==> src/rtl/imm_ext_stage_pkg.sv <==
// Shared definitions for the immediate-extension stage: mode codes and FSM states.
package imm_ext_stage_pkg;

  localparam int EXT_SEL_W = 3;

  typedef enum logic [EXT_SEL_W-1:0] {
    EXT_UNSIGNED      = 3'b000,
    EXT_SIGNED        = 3'b001,
    EXT_POS_H         = 3'b010,
    EXT_SIGNED_SHL2   = 3'b011,
    EXT_UNSIGNED_SHL2 = 3'b100
  } ext_mode_e;

  typedef enum logic {
    ST_EMPTY = 1'b0,
    ST_FULL  = 1'b1
  } stage_state_e;

endpackage

==> src/rtl/imm_ext_stage_if.sv <==
// Handshake/data bundle between the IR field split and the immediate-extension stage.
interface imm_ext_stage_if #(
  parameter int IN_W  = 16,
  parameter int OUT_W = 32,
  parameter int NCH   = 2
);
  import imm_ext_stage_pkg::*;

  logic                     in_valid;
  logic                     in_ready;
  logic [NCH*IN_W-1:0]      imm_in;
  logic [NCH*EXT_SEL_W-1:0] ext_sel;
  logic                     out_valid;
  logic                     out_ready;
  logic [NCH*OUT_W-1:0]     out_data;
  logic                     err_sticky;
  logic                     err_clr;

  modport master (
    output in_valid, imm_in, ext_sel, out_ready, err_clr,
    input  in_ready, out_valid, out_data, err_sticky
  );

  modport slave (
    input  in_valid, imm_in, ext_sel, out_ready, err_clr,
    output in_ready, out_valid, out_data, err_sticky
  );
endinterface

==> src/rtl/imm_ext_stage_lane.sv <==
// One combinational extension lane: IN_W-bit field to OUT_W-bit result under a 3-bit mode.
module imm_ext_lane
  import imm_ext_stage_pkg::*;
#(
  parameter int IN_W  = 16,
  parameter int OUT_W = 32
) (
  input  logic [IN_W-1:0]      imm,
  input  logic [EXT_SEL_W-1:0] sel,
  output logic [OUT_W-1:0]     res,
  output logic                 illegal
);

  logic [OUT_W-1:0] zext;
  logic [OUT_W-1:0] sext;

  assign zext = {{(OUT_W-IN_W){1'b0}}, imm};
  assign sext = {{(OUT_W-IN_W){imm[IN_W-1]}}, imm};

  always_comb begin
    res     = '0;
    illegal = 1'b0;
    case (sel)
      EXT_UNSIGNED:      res = zext;
      EXT_SIGNED:        res = sext;
      EXT_POS_H:         res = {imm, {(OUT_W-IN_W){1'b0}}};
      EXT_SIGNED_SHL2:   res = sext << 2;
      EXT_UNSIGNED_SHL2: res = zext << 2;
      default:           illegal = 1'b1;
    endcase
  end

endmodule

==> src/rtl/imm_ext_stage.sv <==
// Registered NCH-channel immediate-extension stage with valid/ready handshake
// and a sticky illegal-mode flag.
module imm_ext_stage
  import imm_ext_stage_pkg::*;
#(
  parameter int IN_W  = 16,
  parameter int OUT_W = 32,
  parameter int NCH   = 2
) (
  input logic            clk,
  input logic            rst,
  imm_ext_stage_if.slave bus
);

  logic [NCH*OUT_W-1:0] lane_res;
  logic [NCH-1:0]       lane_ill;
  logic [NCH*OUT_W-1:0] data_q;
  logic                 err_q;
  stage_state_e         state_q, state_d;
  logic                 in_xfer, out_xfer, out_valid;

  for (genvar k = 0; k < NCH; k++) begin : g_lane
    imm_ext_lane #(.IN_W(IN_W), .OUT_W(OUT_W)) u_lane (
      .imm     (bus.imm_in[k*IN_W +: IN_W]),
      .sel     (bus.ext_sel[k*EXT_SEL_W +: EXT_SEL_W]),
      .res     (lane_res[k*OUT_W +: OUT_W]),
      .illegal (lane_ill[k])
    );
  end

  assign out_valid = (state_q == ST_FULL);
  // in_ready is gated by rst so nothing is accepted while reset is held.
  assign bus.in_ready   = !rst && (!out_valid || bus.out_ready);
  assign in_xfer        = bus.in_valid && bus.in_ready;
  assign out_xfer       = out_valid && bus.out_ready;
  assign bus.out_valid  = out_valid;
  assign bus.out_data   = data_q;
  assign bus.err_sticky = err_q;

  always_comb begin
    state_d = state_q;
    case (state_q)
      ST_EMPTY: if (in_xfer)              state_d = ST_FULL;
      ST_FULL:  if (out_xfer && !in_xfer) state_d = ST_EMPTY;
      default:                            state_d = ST_EMPTY;
    endcase
  end

  always_ff @(posedge clk or posedge rst) begin
    if (rst) begin
      state_q <= ST_EMPTY;
      data_q  <= '0;
      err_q   <= 1'b0;
    end else begin
      state_q <= state_d;
      if (in_xfer) data_q <= lane_res;
      if (in_xfer && (|lane_ill)) err_q <= 1'b1;
      else if (bus.err_clr)       err_q <= 1'b0;
    end
  end

endmodule

==> src/flat_wrapper.sv <==
// flat-port wrapper written by rule: the top's interface ports become plain ports
module imm_ext_stage_flat import imm_ext_stage_pkg::*;
#(
  parameter int IN_W  = 16,
  parameter int OUT_W = 32,
  parameter int NCH   = 2
)
  (clk, rst, bus_in_valid, bus_imm_in, bus_ext_sel, bus_out_ready, bus_err_clr, bus_in_ready, bus_out_valid, bus_out_data, bus_err_sticky);
  imm_ext_stage_if #(.IN_W(IN_W), .OUT_W(OUT_W), .NCH(NCH)) bus_i ();
  input logic clk;
  input logic rst;
  input wire logic [$bits(bus_i.in_valid)-1:0] bus_in_valid;
  input wire logic [$bits(bus_i.imm_in)-1:0] bus_imm_in;
  input wire logic [$bits(bus_i.ext_sel)-1:0] bus_ext_sel;
  input wire logic [$bits(bus_i.out_ready)-1:0] bus_out_ready;
  input wire logic [$bits(bus_i.err_clr)-1:0] bus_err_clr;
  output wire logic [$bits(bus_i.in_ready)-1:0] bus_in_ready;
  output wire logic [$bits(bus_i.out_valid)-1:0] bus_out_valid;
  output wire logic [$bits(bus_i.out_data)-1:0] bus_out_data;
  output wire logic [$bits(bus_i.err_sticky)-1:0] bus_err_sticky;
  assign bus_i.in_valid = bus_in_valid;
  assign bus_i.imm_in = bus_imm_in;
  assign bus_i.ext_sel = bus_ext_sel;
  assign bus_i.out_ready = bus_out_ready;
  assign bus_i.err_clr = bus_err_clr;
  assign bus_in_ready = bus_i.in_ready;
  assign bus_out_valid = bus_i.out_valid;
  assign bus_out_data = bus_i.out_data;
  assign bus_err_sticky = bus_i.err_sticky;
  imm_ext_stage #(.IN_W(IN_W), .OUT_W(OUT_W), .NCH(NCH)) u_core (.clk(clk), .rst(rst), .bus(bus_i));
endmodule
==> config.mk <==
export PLATFORM = sky130hd
export DESIGN_NAME = imm_ext_stage_flat
export DESIGN_NICKNAME = d
export VERILOG_FILES = /design/src/rtl/imm_ext_stage_pkg.sv /design/src/rtl/imm_ext_stage_if.sv /design/src/rtl/imm_ext_stage_lane.sv /design/src/rtl/imm_ext_stage.sv /design/src/flat_wrapper.sv
export SDC_FILE = /design/constraint.sdc
export NUM_CORES = 1
export LEC_CHECK = 0
export BUFFER_PORTS_ARGS = -buffer_cell sky130_fd_sc_hd__buf_2
export CORE_ASPECT_RATIO = 2
export CORE_MARGIN = 3
export CORE_UTILIZATION = 52
export CTS_CLUSTER_DIAMETER = 100
export DETAILED_ROUTE_END_ITERATION = 12
export PLACE_DENSITY = 0.83
export REMOVE_ABC_BUFFERS = 1
export SETUP_SLACK_MARGIN = 0.15
export SYNTH_ARGS = -nofsm -noshare
export SYNTH_HDL_FRONTEND = slang
export SYNTH_SLANG_ARGS = --single-unit
==> constraint.sdc <==
create_clock -name clk -period 5.8 [get_ports clk]
set_clock_uncertainty 0.1 [all_clocks]
set_input_delay 1.16 -clock clk [delete_from_list [all_inputs] [get_ports clk]]
set_output_delay 1.16 -clock clk [all_outputs]
set_load 0.02 [all_outputs]
* Word-level counts from Yosys, hierarchy flattened
Index checks and enable logic that the tools add are counted.
Cells by class: equality and inequality tests 8, reduce and logical (&&, ||, !) cells 15, add/sub/neg operators 0, shifts and indexed selects 0, div/mod/pow operators 0, multiplexer cells 9, $mul 0, bitwise operators 1, magnitude comparators 0
Operators by type and width (count):
- 32-bit one-hot mux with 5 select lines | 2
- 3-bit by 2-bit == test with 1-bit output (second input constant) | 4
- 5-bit OR reduction | 2
- 3-bit by 1-bit == test with 1-bit output (second input constant) | 2
- 3-bit == test (second input constant) | 2
- 3-bit zero test | 2
- 1-bit 2-to-1 mux | 6
- 1-bit logical AND | 5
- 1-bit zero test | 3
- 1-bit one-hot mux with 2 select lines | 1
- 2-bit nonzero test | 1
- 2-bit OR reduction | 1
- 1-bit logical OR | 1
- 1-bit NOT | 1
Word-level totals: memories kept 0, latch bits 0, bits in registers 66, bits in writable memories 0, ROM bits 0, input port bits 43

* Longest topological paths before layout
depth after elaboration 8, gate-level depth with buffers 6

* Modules after synthesis
From an unflattened synthesis, not the netlist that was laid out.
Second synthesis, totals: cells, all modules 315, area, all modules 3544.6 um^2
By module, submodules not included:
- imm_ext_stage | times used 1, cells each 145, area each 2493.6 um^2
- imm_ext_lane | times used 2, cells each 85, area each 525.5 um^2

* Worst setup path before layout
No wires, ideal clock.
path kind input to output, start input port rst, end output port bus_in_ready, path slack 749 ps, stages on the path 3, data arrival time 3791 ps, cells stage by stage inv_1 -> clkbuf_1 -> and2_1
On the way: word-level cells in the longest chain between the ends 2
RTL lines:
- from (decl) | line flat_wrapper.sv:11 | input logic rst;
- 1-bit zero test | line imm_ext_stage.sv:33 | assign bus.in_ready = !rst && (!out_valid || bus.out_ready);
- 1-bit logical AND | line imm_ext_stage.sv:33
- to (decl) | line flat_wrapper.sv:17 | output wire logic [$bits(bus_i.in_ready)-1:0] bus_in_ready;
No other way between the ends.

* Worst setup path in the final report
Same ends and word-level chain as after synthesis.

==> impl_metrics.xml <==
<?xml version="1.0" encoding="UTF-8"?>
<metrics>
  <group name="outcome">
    <metric name="status" unit="">finished, final reports clean</metric>
  </group>
  <group name="synthesis">
    <metric name="synth_cell_types" unit="">38</metric>
    <metric name="postSynthRegisterBits" unit="">66</metric>
    <metric name="synth_area" unit="mm²">0.003721</metric>
    <metric name="synth_edf_count" unit="">0</metric>
    <metric name="synth_top_cell_area_share" unit="">0.4438</metric>
    <metric name="synthArstFlopShare" unit="">1.000</metric>
    <metric name="synthesis.area_per_instance" unit="µm²">10.22</metric>
    <metric name="ys_top_cells_by_area" unit="">dfrtp_1 (44%), mux2i_1 (8.3%), a31oi_1 (5.4%)</metric>
    <metric name="synthTopCellsByCount" unit="">dfrtp_1 (66), inv_1 (33), a31oi_1 (32)</metric>
    <metric name="synthMostInstantiatedCell" unit="">dfrtp_1</metric>
    <metric name="sequential_area_share_after_synthesis" unit="">0.4438</metric>
    <metric name="synthFlopType" unit="">dfrtp_1</metric>
    <metric name="post-synth-top-area-cell" unit="">dfrtp_1</metric>
    <metric name="yosys_warnings" unit="">0</metric>
    <metric name="synthesis.instances" unit="">364</metric>
  </group>
  <group name="grt">
    <metric name="grt-busiest-layer" unit="">met2</metric>
    <metric name="grt_use_met2" unit="">0.4083</metric>
    <metric name="first_pass_grt_wire_length" unit="µm">15550</metric>
    <metric name="overflow" unit="">0</metric>
    <metric name="gr-usage-met3" unit="">0.04639</metric>
    <metric name="largest_net_degree_at_the_start_of_global_routing" unit="">56</metric>
    <metric name="vias_in_the_first_global_route" unit="">3112</metric>
    <metric name="global_route.usage.total" unit="">0.2410</metric>
    <metric name="antenna_found_initial" unit="">0</metric>
    <metric name="use_met1" unit="">0.2972</metric>
  </group>
  <group name="final_layout">
    <metric name="fin_nets" unit="">495</metric>
    <metric name="area_growth_syn_to_layout" unit="%">20.95</metric>
    <metric name="post-route-cell-area" unit="mm²">0.004501</metric>
    <metric name="num-fill-cells" unit="">592</metric>
    <metric name="post_route_cells_drive_above_1_share" unit="">0.3333</metric>
    <metric name="diodes" unit="">0</metric>
  </group>
  <group name="worst_setup_path">
    <metric name="crit_path_end_kind" unit="">output pin</metric>
    <metric name="cp.arrival" unit="ps">2410</metric>
    <metric name="worst-setup-path-type" unit="">input port to output pin</metric>
    <metric name="worst-r2r-setup-slack" unit="ps">2990</metric>
    <metric name="cp.required" unit="ps">4540</metric>
    <metric name="cp_max_fo" unit="">55</metric>
    <metric name="cp-start-kind" unit="">input port</metric>
  </group>
  <group name="clock_network">
    <metric name="cts_buffers" unit="">9</metric>
    <metric name="clk_root_buffer_cell" unit="">clkbuf_16</metric>
    <metric name="latest_clock_arrival_within_the_worst_skew_pair" unit="ps">320</metric>
    <metric name="hold_bufs_inserted_after_cts" unit="">0</metric>
    <metric name="postCtsSetupRepairBufs" unit="">0</metric>
    <metric name="cts_tree" unit="">done</metric>
    <metric name="cts_max_path_buffers" unit="">2</metric>
    <metric name="cts-htree-levels" unit="">3</metric>
    <metric name="cts-resized-gates" unit="">0</metric>
    <metric name="clk_pin_slew" unit="ps">50</metric>
    <metric name="clkSinkCount" unit="">66</metric>
  </group>
  <group name="detailed_routing">
    <metric name="via_per_instance_ratio" unit="">5.819</metric>
    <metric name="ant_nets" unit="">0</metric>
    <metric name="vias" unit="">3177</metric>
    <metric name="dr.pass1.iters" unit="">4</metric>
    <metric name="wire_per_inst" unit="µm">17.42</metric>
    <metric name="drt_iter0_drc" unit="">298</metric>
    <metric name="remaining_drc_errors" unit="">0</metric>
    <metric name="postRouteWirelength" unit="µm">9514</metric>
  </group>
  <group name="timing">
    <metric name="final_period_minus_worst_setup_slack" unit="ps">3670</metric>
    <metric name="rsz_0062_raised_after_global_routing" unit="">no</metric>
    <metric name="slew_headroom" unit="">0.2772</metric>
    <metric name="layout_worst_path_cycle_share" unit="">0.6328</metric>
    <metric name="timing_max_transition_violations_final" unit="">0</metric>
    <metric name="finalHoldViolations" unit="">0</metric>
    <metric name="final.hold.worst_slack" unit="ps">399.2</metric>
    <metric name="report.final.setup_viol" unit="">0</metric>
    <metric name="tightestPinTransition" unit="ps">1080</metric>
    <metric name="clock.fmax" unit="MHz">272.5</metric>
    <metric name="fin_setup_tns" unit="ps">0</metric>
  </group>
  <group name="die">
    <metric name="dieHeight" unit="µm">125.6</metric>
    <metric name="dieArea" unit="mm²">0.008268</metric>
    <metric name="num_rows" unit="">43</metric>
    <metric name="design.portCount" unit="">110</metric>
    <metric name="die_w" unit="µm">65.82</metric>
    <metric name="floorplan.core_area" unit="mm²">0.006940</metric>
    <metric name="initial_utilization" unit="">0.5361</metric>
  </group>
  <group name="placement">
    <metric name="dpl.hpwl" unit="µm">6574</metric>
    <metric name="gpl.final_weighted_congestion" unit="">0.8125</metric>
    <metric name="postPlaceCellArea" unit="mm²">0.004229</metric>
    <metric name="portBuffers" unit="">109</metric>
  </group>
  <group name="power">
    <metric name="ir_worst_vdd" unit="µV">194.2</metric>
    <metric name="power_density" unit="mW/mm²">321.8</metric>
    <metric name="static-leakage-power" unit="nW">2.169</metric>
  </group>
  <group name="job">
    <metric name="timing.max_cap.violations" unit="">0</metric>
  </group>
  <group name="worst_hold_path">
    <metric name="hold_class" unit="">register to register</metric>
  </group>
</metrics>
[worst paths after layout]
kind                            cells past startpoint                    start                      end
min in group asynchronous                           2                      rst  u_core.bus.out_data[22]
worst min register to register                      1  u_core.bus.out_data[49]  u_core.bus.out_data[49]
worst max register to register                      4     u_core.bus.out_valid   u_core.bus.out_data[1]
worst max-delay path                                4                      rst             bus_in_ready
worst min-delay path                                1  u_core.bus.out_data[49]  u_core.bus.out_data[49]
max in group asynchronous                           3                      rst  u_core.bus.out_data[33]
[cells in the final DEF (no fill, tap or decap), types with 2 or more instances in the layout]
cell and instances:
a21o_1 15, a21oi_1 27, a221o_1 12, a221o_2 2, a31oi_1 32, and3b_1 4
buf_2 109, buf_4 2, clkbuf_16 9, clkbuf_8 2, clkinv_2 4, dfrtp_1 66
inv_1 32, mux2_2 8, mux2_4 10, mux2i_1 31, nand2_1 21, nand2b_1 16
nand3_1 15, nor2_1 2, nor3b_1 4, nor3b_2 2, nor4bb_1 13, o21ai_0 3
[area by class of cell]
cell class | count | area [µm²] | area share
Multi-Input combinational cell | 230 | 1759 | 0.3909
Inverter | 33 | 125.1 | 0.02780
Clock buffer | 12 | 256.5 | 0.05699
Sequential cell | 66 | 1652 | 0.3670
Tap cell | 90 | 112.6 | 0.02502
Timing Repair Buffer | 112 | 580.6 | 0.1290
Clock inverter | 3 | 15.01 | 0.003336
[stage by stage]
stage	std cells	util	worst slack, ps	total power (W)
after floorplan	329	-	247.3	0.0008102
after global placement	531	0.6093	2105	0.0009510
after detailed placement	531	0.6093	2067	0.0009614
after CTS	546	0.6485	2065	0.001459
after global routing	546	0.6485	1937	0.001517
final	546	0.6485	2130	0.001448
[metal layers]
layer | share of wire | wire length, µm
met5 | 0 | 0
met4 | 0.017 | 160
met3 | 0.061 | 576
met2 | 0.54 | 5140
met1 | 0.38 | 3636
[flip-flops by register name (all words and copies together), names as in the netlist]
signal and flops:
u_core.bus.out_data 64, u_core.bus.err_sticky 1, u_core.bus.out_valid 1
[critical path, stage by stage]
cell      delay, ps
buf_2            90
clkinv_2        610
and2_1          390
buf_2           160
[cell families (layout without fill, tap and decap cells)]
group                  count (synthesis)  count (layout)  synth area share
AO/OA/AOI/OAI                         97              97            0.1765
buffers and inverters                 68             160           0.08372
flip-flops                            66              66            0.4438
multiplexers                          49              49            0.1479
AND/OR/NAND/NOR                       84              84            0.1480
[power by group]
part           internal (W)  total (W)  switching [W]
clock network      0.000308   0.000496       0.000189
registers          0.000534   0.000574      0.0000399
logic              0.000146   0.000378       0.000233
total              0.000987    0.00145       0.000461
Power figures use the tool's default switching activity.
